==> config.mk <==
export PLATFORM = sky130hd
export DESIGN_NAME = sd_resp_receiver_flat
export DESIGN_NICKNAME = d
export VERILOG_FILES = /design/src/rtl/sd_resp_receiver_if.sv /design/src/rtl/sd_resp_receiver.sv /design/src/flat_wrapper.sv
export SDC_FILE = /design/constraint.sdc
export NUM_CORES = 1
export LEC_CHECK = 0
export ABC_AREA = 1
export CAP_MARGIN = 30
export CORE_ASPECT_RATIO = 0.75
export CORE_MARGIN = 4
export CORE_UTILIZATION = 40
export CTS_BUF_LIST = sky130_fd_sc_hd__clkbuf_16
export DETAILED_ROUTE_END_ITERATION = 10
export SYNTH_ARGS = -nofsm -noshare
export SYNTH_HDL_FRONTEND = slang
export SYNTH_SLANG_ARGS = --single-unit
==> constraint.sdc <==
create_clock -name ex_clk -period 2.1 [get_ports ex_clk]
set_input_delay 0.21 -clock ex_clk [delete_from_list [all_inputs] [get_ports ex_clk]]
set_output_delay 0.21 -clock ex_clk [all_outputs]
set_load 0.005 [all_outputs]
==> src/rtl/sd_resp_receiver_if.sv <==
// sd_resp_receiver_if
// Bundles the command-transmitter handshake, the serial CMD sample path and
// the response register / status outputs of the SD response receiver.
//   master : command transmitter side (drives start, resp_type, cmd_index,
//            bit_en, cmd_in; observes response data and status)
//   slave  : the response receiver itself
interface sd_resp_receiver_if;
    logic        bit_en;
    logic        cmd_in;
    logic        start;
    logic [1:0]  resp_type;
    logic [5:0]  cmd_index;
    logic [31:0] resp0_out;
    logic [31:0] resp1_out;
    logic [31:0] resp2_out;
    logic [31:0] resp3_out;
    logic        resp_we;
    logic        done;
    logic        busy;
    logic        timeout_err;
    logic        crc_err;
    logic        end_bit_err;
    logic        index_err;

    modport master (
        output bit_en, cmd_in, start, resp_type, cmd_index,
        input  resp0_out, resp1_out, resp2_out, resp3_out,
        input  resp_we, done, busy, timeout_err, crc_err, end_bit_err, index_err
    );

    modport slave (
        input  bit_en, cmd_in, start, resp_type, cmd_index,
        output resp0_out, resp1_out, resp2_out, resp3_out,
        output resp_we, done, busy, timeout_err, crc_err, end_bit_err, index_err
    );
endinterface

==> src/rtl/sd_resp_receiver.sv <==
// sd_resp_receiver
// Deframes SD card responses (48-bit R1/R3/R6/R7, 136-bit R2) from the CMD
// line, checks CRC7 / end bit / index and writes the Response 0-3 registers.
// Ports:
//   ex_clk     system clock, rising edge
//   ex_resetn  asynchronous active-low reset
//   bus        sd_resp_receiver_if.slave: bit_en/cmd_in sample path,
//              start/resp_type/cmd_index from the command transmitter,
//              resp0..3_out + resp_we, done/busy and sticky error flags
//
// state      | meaning
// -----------+-----------------------------------------------------------
// IDLE       | waiting for start from the command transmitter
// WAIT_START | counting high CMD samples until a start bit or timeout
// RECV       | shifting in frame bits, running CRC7
// FINISH     | one-cycle done pulse, busy drops
module sd_resp_receiver #(
    parameter int NCR_MAX = 64
) (
    input  logic               ex_clk,
    input  logic               ex_resetn,
    sd_resp_receiver_if.slave  bus
);
    localparam logic [1:0] S_IDLE       = 2'd0;
    localparam logic [1:0] S_WAIT_START = 2'd1;
    localparam logic [1:0] S_RECV       = 2'd2;
    localparam logic [1:0] S_FINISH     = 2'd3;

    localparam logic [1:0] T_NONE  = 2'b00;
    localparam logic [1:0] T_SHORT = 2'b01;
    localparam logic [1:0] T_LONG  = 2'b10;
    localparam logic [1:0] T_R3    = 2'b11;

    localparam int                WAIT_W    = $clog2(NCR_MAX + 1);
    localparam logic [WAIT_W-1:0] WAIT_LOAD = WAIT_W'(NCR_MAX - 1);

    logic [1:0]        r_state;
    logic [1:0]        r_resp_type;
    logic [5:0]        r_cmd_index;
    logic [7:0]        r_bit_cnt;
    logic [WAIT_W-1:0] r_wait_cnt;
    logic [6:0]        r_crc;
    // Only the last 133 received bits are ever read; the start and
    // transmission bits of a long frame fall off the top.
    logic [132:0]      r_shift;
    logic [31:0]       r_resp0, r_resp1, r_resp2, r_resp3;
    logic              r_resp_we, r_done, r_busy;
    logic              r_timeout_err, r_crc_err, r_end_bit_err, r_index_err;

    logic              w_long;
    logic [7:0]        w_bit_num;
    logic [7:0]        w_frame_len;
    logic              w_crc_cover;
    logic              w_crc_fb;
    logic [6:0]        w_crc_nxt;
    logic [133:0]      w_shift_nxt;
    logic              w_last;

    // w_bit_num is the 1-based frame position of the bit being sampled now;
    // after the last shift, frame bit k sits at w_shift_nxt[frame_len-k].
    assign w_long      = (r_resp_type == T_LONG);
    assign w_bit_num   = r_bit_cnt + 8'd1;
    assign w_frame_len = w_long ? 8'd136 : 8'd48;
    assign w_crc_cover = w_long ? ((w_bit_num >= 8'd9) && (w_bit_num <= 8'd128))
                                : (w_bit_num <= 8'd40);
    assign w_crc_fb    = r_crc[6] ^ bus.cmd_in;
    assign w_crc_nxt   = {r_crc[5:0], 1'b0} ^ (w_crc_fb ? 7'h09 : 7'h00);
    assign w_shift_nxt = {r_shift, bus.cmd_in};
    assign w_last      = (w_bit_num == w_frame_len);

    always_ff @(posedge ex_clk or negedge ex_resetn) begin
        if (!ex_resetn) begin
            r_state       <= S_IDLE;
            r_resp_type   <= T_NONE;
            r_cmd_index   <= 6'd0;
            r_bit_cnt     <= 8'd0;
            r_wait_cnt    <= '0;
            r_crc         <= 7'd0;
            r_shift       <= '0;
            r_resp0       <= 32'h0;
            r_resp1       <= 32'h0;
            r_resp2       <= 32'h0;
            r_resp3       <= 32'h0;
            r_resp_we     <= 1'b0;
            r_done        <= 1'b0;
            r_busy        <= 1'b0;
            r_timeout_err <= 1'b0;
            r_crc_err     <= 1'b0;
            r_end_bit_err <= 1'b0;
            r_index_err   <= 1'b0;
        end else begin
            r_resp_we <= 1'b0;
            r_done    <= 1'b0;
            case (r_state)
                S_IDLE: begin
                    if (bus.start) begin
                        r_resp_type   <= bus.resp_type;
                        r_cmd_index   <= bus.cmd_index;
                        r_timeout_err <= 1'b0;
                        r_crc_err     <= 1'b0;
                        r_end_bit_err <= 1'b0;
                        r_index_err   <= 1'b0;
                        r_bit_cnt     <= 8'd0;
                        r_crc         <= 7'd0;
                        r_wait_cnt    <= WAIT_LOAD;
                        r_busy        <= 1'b1;
                        r_state       <= (bus.resp_type == T_NONE) ? S_FINISH : S_WAIT_START;
                    end
                end
                S_WAIT_START: begin
                    if (bus.bit_en) begin
                        if (!bus.cmd_in) begin
                            r_bit_cnt <= 8'd1;
                            if (!w_long) begin
                                r_crc <= w_crc_nxt;
                            end
                            r_state <= S_RECV;
                        end else if (r_wait_cnt == '0) begin
                            r_timeout_err <= 1'b1;
                            r_state       <= S_FINISH;
                        end else begin
                            r_wait_cnt <= r_wait_cnt - 1'b1;
                        end
                    end
                end
                S_RECV: begin
                    if (bus.bit_en) begin
                        r_shift   <= w_shift_nxt[132:0];
                        r_bit_cnt <= w_bit_num;
                        if (w_crc_cover) begin
                            r_crc <= w_crc_nxt;
                        end
                        if (w_last) begin
                            r_resp_we     <= 1'b1;
                            r_end_bit_err <= ~bus.cmd_in;
                            r_crc_err     <= (r_resp_type != T_R3) && (w_shift_nxt[7:1] != r_crc);
                            r_resp0       <= w_shift_nxt[39:8];
                            if (w_long) begin
                                r_index_err <= (w_shift_nxt[133:128] != 6'h3F);
                                r_resp1     <= w_shift_nxt[71:40];
                                r_resp2     <= w_shift_nxt[103:72];
                                r_resp3     <= {8'h00, w_shift_nxt[127:104]};
                            end else begin
                                r_index_err <= (r_resp_type == T_SHORT) &&
                                               (w_shift_nxt[45:40] != r_cmd_index);
                            end
                            r_state <= S_FINISH;
                        end
                    end
                end
                S_FINISH: begin
                    r_done  <= 1'b1;
                    r_busy  <= 1'b0;
                    r_state <= S_IDLE;
                end
                default: r_state <= S_IDLE;
            endcase
        end
    end

    assign bus.resp0_out   = r_resp0;
    assign bus.resp1_out   = r_resp1;
    assign bus.resp2_out   = r_resp2;
    assign bus.resp3_out   = r_resp3;
    assign bus.resp_we     = r_resp_we;
    assign bus.done        = r_done;
    assign bus.busy        = r_busy;
    assign bus.timeout_err = r_timeout_err;
    assign bus.crc_err     = r_crc_err;
    assign bus.end_bit_err = r_end_bit_err;
    assign bus.index_err   = r_index_err;
endmodule

==> src/flat_wrapper.sv <==
// flat-port wrapper written by rule: the top's interface ports become plain ports
module sd_resp_receiver_flat 
#(
    parameter int NCR_MAX = 64
)
  (ex_clk, ex_resetn, bus_bit_en, bus_cmd_in, bus_start, bus_resp_type, bus_cmd_index, bus_resp0_out, bus_resp1_out, bus_resp2_out, bus_resp3_out, bus_resp_we, bus_done, bus_busy, bus_timeout_err, bus_crc_err, bus_end_bit_err, bus_index_err);
  sd_resp_receiver_if bus_i ();
  input  logic ex_clk;
  input  logic ex_resetn;
  input wire logic [$bits(bus_i.bit_en)-1:0] bus_bit_en;
  input wire logic [$bits(bus_i.cmd_in)-1:0] bus_cmd_in;
  input wire logic [$bits(bus_i.start)-1:0] bus_start;
  input wire logic [$bits(bus_i.resp_type)-1:0] bus_resp_type;
  input wire logic [$bits(bus_i.cmd_index)-1:0] bus_cmd_index;
  output wire logic [$bits(bus_i.resp0_out)-1:0] bus_resp0_out;
  output wire logic [$bits(bus_i.resp1_out)-1:0] bus_resp1_out;
  output wire logic [$bits(bus_i.resp2_out)-1:0] bus_resp2_out;
  output wire logic [$bits(bus_i.resp3_out)-1:0] bus_resp3_out;
  output wire logic [$bits(bus_i.resp_we)-1:0] bus_resp_we;
  output wire logic [$bits(bus_i.done)-1:0] bus_done;
  output wire logic [$bits(bus_i.busy)-1:0] bus_busy;
  output wire logic [$bits(bus_i.timeout_err)-1:0] bus_timeout_err;
  output wire logic [$bits(bus_i.crc_err)-1:0] bus_crc_err;
  output wire logic [$bits(bus_i.end_bit_err)-1:0] bus_end_bit_err;
  output wire logic [$bits(bus_i.index_err)-1:0] bus_index_err;
  assign bus_i.bit_en = bus_bit_en;
  assign bus_i.cmd_in = bus_cmd_in;
  assign bus_i.start = bus_start;
  assign bus_i.resp_type = bus_resp_type;
  assign bus_i.cmd_index = bus_cmd_index;
  assign bus_resp0_out = bus_i.resp0_out;
  assign bus_resp1_out = bus_i.resp1_out;
  assign bus_resp2_out = bus_i.resp2_out;
  assign bus_resp3_out = bus_i.resp3_out;
  assign bus_resp_we = bus_i.resp_we;
  assign bus_done = bus_i.done;
  assign bus_busy = bus_i.busy;
  assign bus_timeout_err = bus_i.timeout_err;
  assign bus_crc_err = bus_i.crc_err;
  assign bus_end_bit_err = bus_i.end_bit_err;
  assign bus_index_err = bus_i.index_err;
  sd_resp_receiver #(.NCR_MAX(NCR_MAX)) u_core (.ex_clk(ex_clk), .ex_resetn(ex_resetn), .bus(bus_i));
endmodule
==> results of run 1 <==
-- cells by family after synthesis --
kind of cell               Yosys count
DFF                                292
other                                1
adders and majority gates            9
AOI/OAI and AO/OA                   54
buffers and inverters              124
and+or+nand+nor                    934
xor gates and xnor gates            12
-- worst max-delay path: stages, from the launching register on --
cell	delay [ps]
sky130_fd_sc_hd__dfrtp_1	420
sky130_fd_sc_hd__buf_6	130
sky130_fd_sc_hd__nand3_1	110
sky130_fd_sc_hd__nor2_2	200
sky130_fd_sc_hd__nand2_1	120
sky130_fd_sc_hd__nand3_2	110
sky130_fd_sc_hd__nand3_2	80
sky130_fd_sc_hd__nor2_1	100
sky130_fd_sc_hd__nand4_1	230
sky130_fd_sc_hd__buf_6	250
sky130_fd_sc_hd__clkbuf_16	180
sky130_fd_sc_hd__nand2_1	60
sky130_fd_sc_hd__nand2_1	60
-- metrics by stage --
step	hold WS, ps	power, W	cell area, um^2	util
6_report	226	0.0139	15300	0.522
3_5_place_dp	211	0.00915	14100	0.481
3_3_place_gp	208	0.00910	14100	0.481
5_1_grt	224	0.0147	15300	0.522
2_1_floorplan	-85.6	0.00814	12000	-
4_1_cts	209	0.0140	15000	0.511
-- how the worst min path moves through the flow --
stage | cells after the start | endpoint | slack (ps)
CTS | 3 | u_core.r_cmd_index[1] | 210
floorplan | 0 | u_core.bus.busy | -90
detailed placement | 1 | u_core.bus.resp0_out[25] | 210
global placement | 1 | u_core.bus.resp0_out[25] | 210
global route | 3 | u_core.r_cmd_index[1] | 220
finish | 2 | u_core.bus.resp0_out[26] | 230
-- synthesized netlist by cell type, drive strengths merged --
cell and count:
a21oi 8, a22oi 1, a32o 1, buf 31, clkbuf 35, clkinv 1
conb 1, dfrtp 292, ha 9, inv 57, nand2 842, nand3 47
nand3b 1, nand4 6, nor2 36, nor3 2, o21a 1, o21ai 31
o21bai 1, o22ai 10, o31ai 1, xnor2 7, xor2 5
-- flip-flops by register name (all words and copies together) (netlist names), 6 cells and up --
signal                cells
u_core.bus.resp0_out     32
u_core.bus.resp1_out     32
u_core.bus.resp2_out     32
u_core.bus.resp3_out     24
u_core.r_bit_cnt          8
u_core.r_cmd_index        6
u_core.r_crc              7
u_core.r_shift          133
u_core.r_wait_cnt         7
-- what timing repair did --
action / 4_1_cts / 5_1_grt
hold buffers: 1 / 0
setup endpoints to repair: 75 / 135
resized for setup: 4 / 35
setup buffers: 0 / 3
pin swaps: 0 / 6
gates cloned: 0 / 8
hold endpoints to repair: 54 / 0
-- power by group --
group	switching [W]	leakage, nW	internal, W
logic	0.00165	3.76	0.000944
registers	0.000416	4.02	0.00609
clock network	0.00212	0.459	0.00273
total	0.00418	8.23	0.00975
-- cell type report --
class	instances	area, um^2	area share
clock buffer	29	726	0.0474
clock inverter	22	144	0.00940
inverter	58	220	0.0144
multi-input combinational	1017	4270	0.279
sequential	292	7310	0.478
tap	392	490	0.0320
timing repair buffer	195	2150	0.140
-- layer usage --
metal  global-route usage  wire length [um]  up-vias
li1                     -                 -     4684
met1                0.266             14700     4499
met2                0.252             12300      184
met3               0.0400              1680       39
met4               0.0350               506        0
met5                    0                 0        -
==> run_results.csv, run 1 <==
group,metric,value,unit
synthesis,synth-warning-count,0,
clock_network,tritoncts.num_buffers,29,
synthesis,synth_compound_gate_area_share,0.0248,
synthesis,ys_types,30,
grt,grt_pass1_wl,47.9,mm
synthesis,avgSynthCellArea,8.40,um^2
synthesis,seq_area_frac_synth,0.610,
flow_run,timing.max_cap.violations,0,
sta,rsz0062_at_grt,"true",
sta,worst-slew-pin-transition,607,ps
grt,number_of_antenna_violations_at_the_first_check_in_global_routing,0,
placed_design,dpl.cell_count,1942,
clock_network,cts-htree-levels,1,
synthesis,synthAdderAreaFrac,0.00940,
critical_path,worst_r2r_path_depth,12,
sta,worst_clock_skew,7.46,ps
grt,grt.total_usage,0.173,
layout,fill_cell_count,2756,
placed_design,port_buffer_count,139,
synthesis,synth_top_family_by_area,"simple AND/OR/NAND/NOR gates",
critical_path,critPathLaunch,"u_core.r_bit_cnt[1]",
layout,layoutNonFillerInstCount,2005,
die,core,0.0293,mm^2
layout,post_route_cells_drive_above_1_share,0.0825,
layout,most-common-layout-cells,"sky130_fd_sc_hd__nand2_1, sky130_fd_sc_hd__dfrtp_1, sky130_fd_sc_hd__clkdlybuf4s50_1",
power_and_ir_drop,vdd_ir_drop_max,0.453,mV
clock_network,clock_pin_slew_on_the_worst_setup_and_hold_paths,60,ps
grt,grt_max_degree,132,
die,floorplan.rows,54,
die,die-width,208,um
synthesis,ys_seq_elements,292,
die,floorplan.initialDensity,0.409,
critical_path,timing.critical_path.required,2520,ps
layout,layout_commonest_cell,"sky130_fd_sc_hd__nand2_1",
worst_hold_path,timing.hold.worst.class,"primary input to asynchronous set/reset pin",
die,die_height,158,um
critical_path,startpoint_class,"flip-flop",
route,wl_per_cell,14.5,um
critical_path,reg2reg_setup_slack,-60,ps
synthesis,synth_simple_gate_area_frac,0.301,
placed_design,dp_hpwl,18.3,mm
critical_path,worstSetupPathType,"flip-flop to flip-flop",
die,boundaryPins,148,
layout,num_antenna_cells,0,
route,drtAntennaViolNets,0,
synthesis,synth.area.top_cells,"sky130_fd_sc_hd__dfrtp_1, sky130_fd_sc_hd__nand2_1, sky130_fd_sc_hd__nand3_1",
sta,finalSetupViolCount,45,
critical_path,timing.critical_path.to_type,"flip-flop",
route,totalWireLength,29.2,mm
sta,period_share,1.03,
grt,overflow,0,
synthesis,post_synth_xor_area_fraction,0.00877,
critical_path,worst-path-max-fanout,8,
sta,fmax,0.463,GHz
sta,finalHoldViolCount,0,
synthesis,synth.area.mux_share,0,
status,status,"complete, but fails checks",
critical_path,worstPathArrival,2580,ps
clock_network,clock_tree.buffer_depth,3,
route,drt_drc_violations_left,0,
synthesis,syn-instance-count,1426,
critical_path,reg2reg_from,"u_core.r_bit_cnt[1]",
status,violated_checks,"negative setup slack",
synthesis,synth_largest_type_area_fraction,0.610,
sta,final-max-slew-violation-count,0,
clock_network,clk_root_buffer_cell,"sky130_fd_sc_hd__clkbuf_16",
critical_path,worstReg2RegEnd,"u_core.bus.resp1_out[31]",
synthesis,post-synth-top-area-cell,"sky130_fd_sc_hd__dfrtp_1",
route,detailedRoute.firstPassIterationCount,5,
sta,setup-tns-final,-1180,ps
die,die_area,0.0328,mm^2
sta,relSlewSlack,0.595,
critical_path,crit_path_end,"u_core.bus.resp1_out[31]",
sta,period_needed,2160,ps
synthesis,syn-cell-area,0.0120,mm^2
placed_design,routabilityCongestion,0.919,
layout,area.growth.synth_to_final,27.7,%
power_and_ir_drop,pwr_density_cell,910,mW/mm^2
clock_network,clock_latency,530,ps
power_and_ir_drop,leakagePower,8.23,nW
clock_network,numClockSinks,292,
clock_network,tritoncts_clock_tree,"yes",
layout,finish.net_count,1615,
grt,grt_pass1_vias,9211,
placed_design,detailedPlace.worstSlack,-84.3,ps
route,via_per_inst,4.69,
sta,postLayoutSetupSlackWorst,-59.5,ps
route,detail_route.iter0.violations,606,
route,vias,9406,
(Power assumes the default switching activity.)
==> inputs of run 2 (changes only) <==
Settings changed: PLACE_DENSITY from default to 0.67.
==> run 2 against run 1 <==
Against the previous run:
- the run still ends with negative setup slack left
- largest cell class unchanged
- maximum frequency increased by 1.3%
- global-route usage decreased by 0.41 points
- first-iteration DRC count increased by 1.3%
- clock power increased by 7.0%
- die area unchanged
- total power increased by 2.2%
- register-to-register slack improved by 30 ps
- highest routed layer unchanged
- critical path type unchanged
- combinational power about the same
- final cell count increased by 0.25%
- clock skew increased by 4.7 ps
- worst hold slack got worse by 70 ps
==> run_results.csv, run 2 (synthesis gave the netlist of run 1 again) <==
group,metric,value,unit
critical_path,worstPathArrival,2610,ps
power_and_ir_drop,vdd_ir_drop_max,0.597,mV
status,violated_checks,"negative setup slack",
layout,fill_cell_count,2693,
placed_design,dp_hpwl,18.0,mm
critical_path,worstSetupPathType,"flip-flop to flip-flop",
sta,worst_clock_skew,12.2,ps
sta,period_share,1.01,
clock_network,tritoncts.num_buffers,30,
die,die-width,208,um
layout,layout_commonest_cell,"sky130_fd_sc_hd__nand2_1",
status,status,"complete, but fails checks",
layout,finish.net_count,1618,
die,floorplan.rows,54,
worst_hold_path,timing.hold.worst.class,"primary input to asynchronous set/reset pin",
power_and_ir_drop,pwr_density_cell,899,mW/mm^2
clock_network,clock_pin_slew_on_the_worst_setup_and_hold_paths,60,ps
sta,fmax,0.469,GHz
die,boundaryPins,148,
sta,period_needed,2130,ps
critical_path,startpoint_class,"flip-flop",
sta,final-max-slew-violation-count,0,
die,core,0.0293,mm^2
sta,relSlewSlack,0.630,
grt,grt_max_degree,132,
layout,largest_reg_flops,133,
placed_design,routabilityCongestion,0.885,
clock_network,clk_root_buffer_cell,"sky130_fd_sc_hd__clkbuf_16",
sta,worst-slew-pin-transition,555,ps
sta,postLayoutSetupSlackWorst,-31.0,ps
critical_path,worst-path-max-fanout,8,
route,drtAntennaViolNets,0,
layout,area.growth.synth_to_final,32.2,%
layout,post_route_cells_drive_above_1_share,0.133,
grt,overflow,0,
die,floorplan.initialDensity,0.409,
layout,num_antenna_cells,0,
layout,utilization,0.540,
route,via_per_inst,4.83,
sta,setup-tns-final,-623,ps
critical_path,timing.critical_path.to_type,"flip-flop",
clock_network,tritoncts_clock_tree,"yes",
clock_network,cts-htree-levels,1,
placed_design,placed_cell_area,0.0140,mm^2
layout,most-common-layout-cells,"sky130_fd_sc_hd__nand2_1, sky130_fd_sc_hd__dfrtp_1, sky130_fd_sc_hd__clkdlybuf4s50_1",
grt,grt_pass1_wl,46.9,mm
die,die_height,158,um
sta,finalSetupViolCount,47,
sta,rsz0062_at_grt,"true",
route,detailedRoute.firstPassIterationCount,5,
die,die_area,0.0328,mm^2
critical_path,timing.critical_path.required,2580,ps
sta,finalHoldViolCount,0,
grt,number_of_antenna_violations_at_the_first_check_in_global_routing,0,
clock_network,numClockSinks,292,
route,drt_drc_violations_left,0,
layout,max_flop_register,"u_core.r_shift",
placed_design,port_buffer_count,139,
layout,sequential_standard_cell_area,0.00731,mm^2
route,vias,9700,
layout,multi_input_logic_area,0.00459,mm^2
route,wl_per_cell,14.9,um
clock_network,clock_latency,540,ps
power_and_ir_drop,leakagePower,8.71,nW
critical_path,worst_r2r_path_depth,15,
route,totalWireLength,29.9,mm
route,detail_route.iter0.violations,614,
clock_network,clock_tree.buffer_depth,3,
layout,postLayoutCellArea,0.0158,mm^2
grt,grt.total_usage,0.169,
flow_run,timing.max_cap.violations,0,
grt,grt_pass1_vias,9206,
-- run 2: layer usage --
metal,global-route usage,part of all wire,vias up
met3,0.0307,0.059,40
li1,-,-,4691
met1,0.258,0.48,4707
met2,0.255,0.44,262
met5,0,0,-
met4,0.0325,0.017,0
-- run 2: power by group --
part	total, W	internal (W)	switching, W
clock	0.00518	0.00302	0.00216
combinational	0.00256	0.000924	0.00164
sequential	0.00650	0.00609	0.000407
total	0.0142	0.0100	0.00421
-- run 2: metrics by stage --
| stage | hold slack, ps | cells | power, W | worst slack (ps) |
|---|---|---|---|---|
| floorplan | -85.6 | 1433 | 0.00814 | 83.2 |
| global placement | 130 | 1929 | 0.00901 | 11.2 |
| detailed placement | 131 | 1929 | 0.00906 | -5.81 |
| CTS | 154 | 1984 | 0.0143 | 22.7 |
| global route | 169 | 2010 | 0.0151 | -202 |
| finish | 156 | 2010 | 0.0142 | -31.0 |
-- run 2: final cells by class --
type | instances | area share
Clock inverter | 23 | 0.0114
Timing Repair Buffer | 196 | 0.142
Clock buffer | 31 | 0.0490
Multi-Input combinational cell | 1017 | 0.290
Tap cell | 392 | 0.0310
Timing Repair inverter | 1 | 0.000553
Inverter | 58 | 0.0147
Sequential cell | 292 | 0.461
-- run 2: timing repair --
item	4_1_cts	5_1_grt
gates cloned	0	12
hold endpoints to repair	187	0
endpoints found under the setup margin	19	141
setup buffers	0	14
hold buffers	1	0
pin swaps	0	43
gates resized for setup	2	148
-- run 2: worst paths after layout --
path,start,end,slack (ps)
max,u_core.r_bit_cnt[1],u_core.bus.resp2_out[31],-30
min,ex_resetn,u_core.r_shift[32],160
max reg2reg,u_core.r_bit_cnt[1],u_core.bus.resp2_out[31],-30
min reg2reg,u_core.bus.resp0_out[6],u_core.bus.resp0_out[6],470
max in group asynchronous,ex_resetn,u_core.bus.resp2_out[16],1190
min in group ex_clk,bus_cmd_index[1],u_core.r_cmd_index[1],210
-- run 2: critical path: stages (launching register included) --
cell                        delay [ps]
sky130_fd_sc_hd__dfrtp_1           410
sky130_fd_sc_hd__buf_6             150
sky130_fd_sc_hd__nand2_4            60
sky130_fd_sc_hd__nor2_4            180
sky130_fd_sc_hd__nand2_2           100
sky130_fd_sc_hd__nand2_2           100
sky130_fd_sc_hd__nand2_4            80
sky130_fd_sc_hd__nor2_4             80
sky130_fd_sc_hd__nand2_1            50
sky130_fd_sc_hd__nand2_1            50
sky130_fd_sc_hd__nand4_1           120
sky130_fd_sc_hd__nor2_4            190
sky130_fd_sc_hd__buf_12            190
sky130_fd_sc_hd__clkbuf_16         180
sky130_fd_sc_hd__nand2_1            70
sky130_fd_sc_hd__nand2_1            50
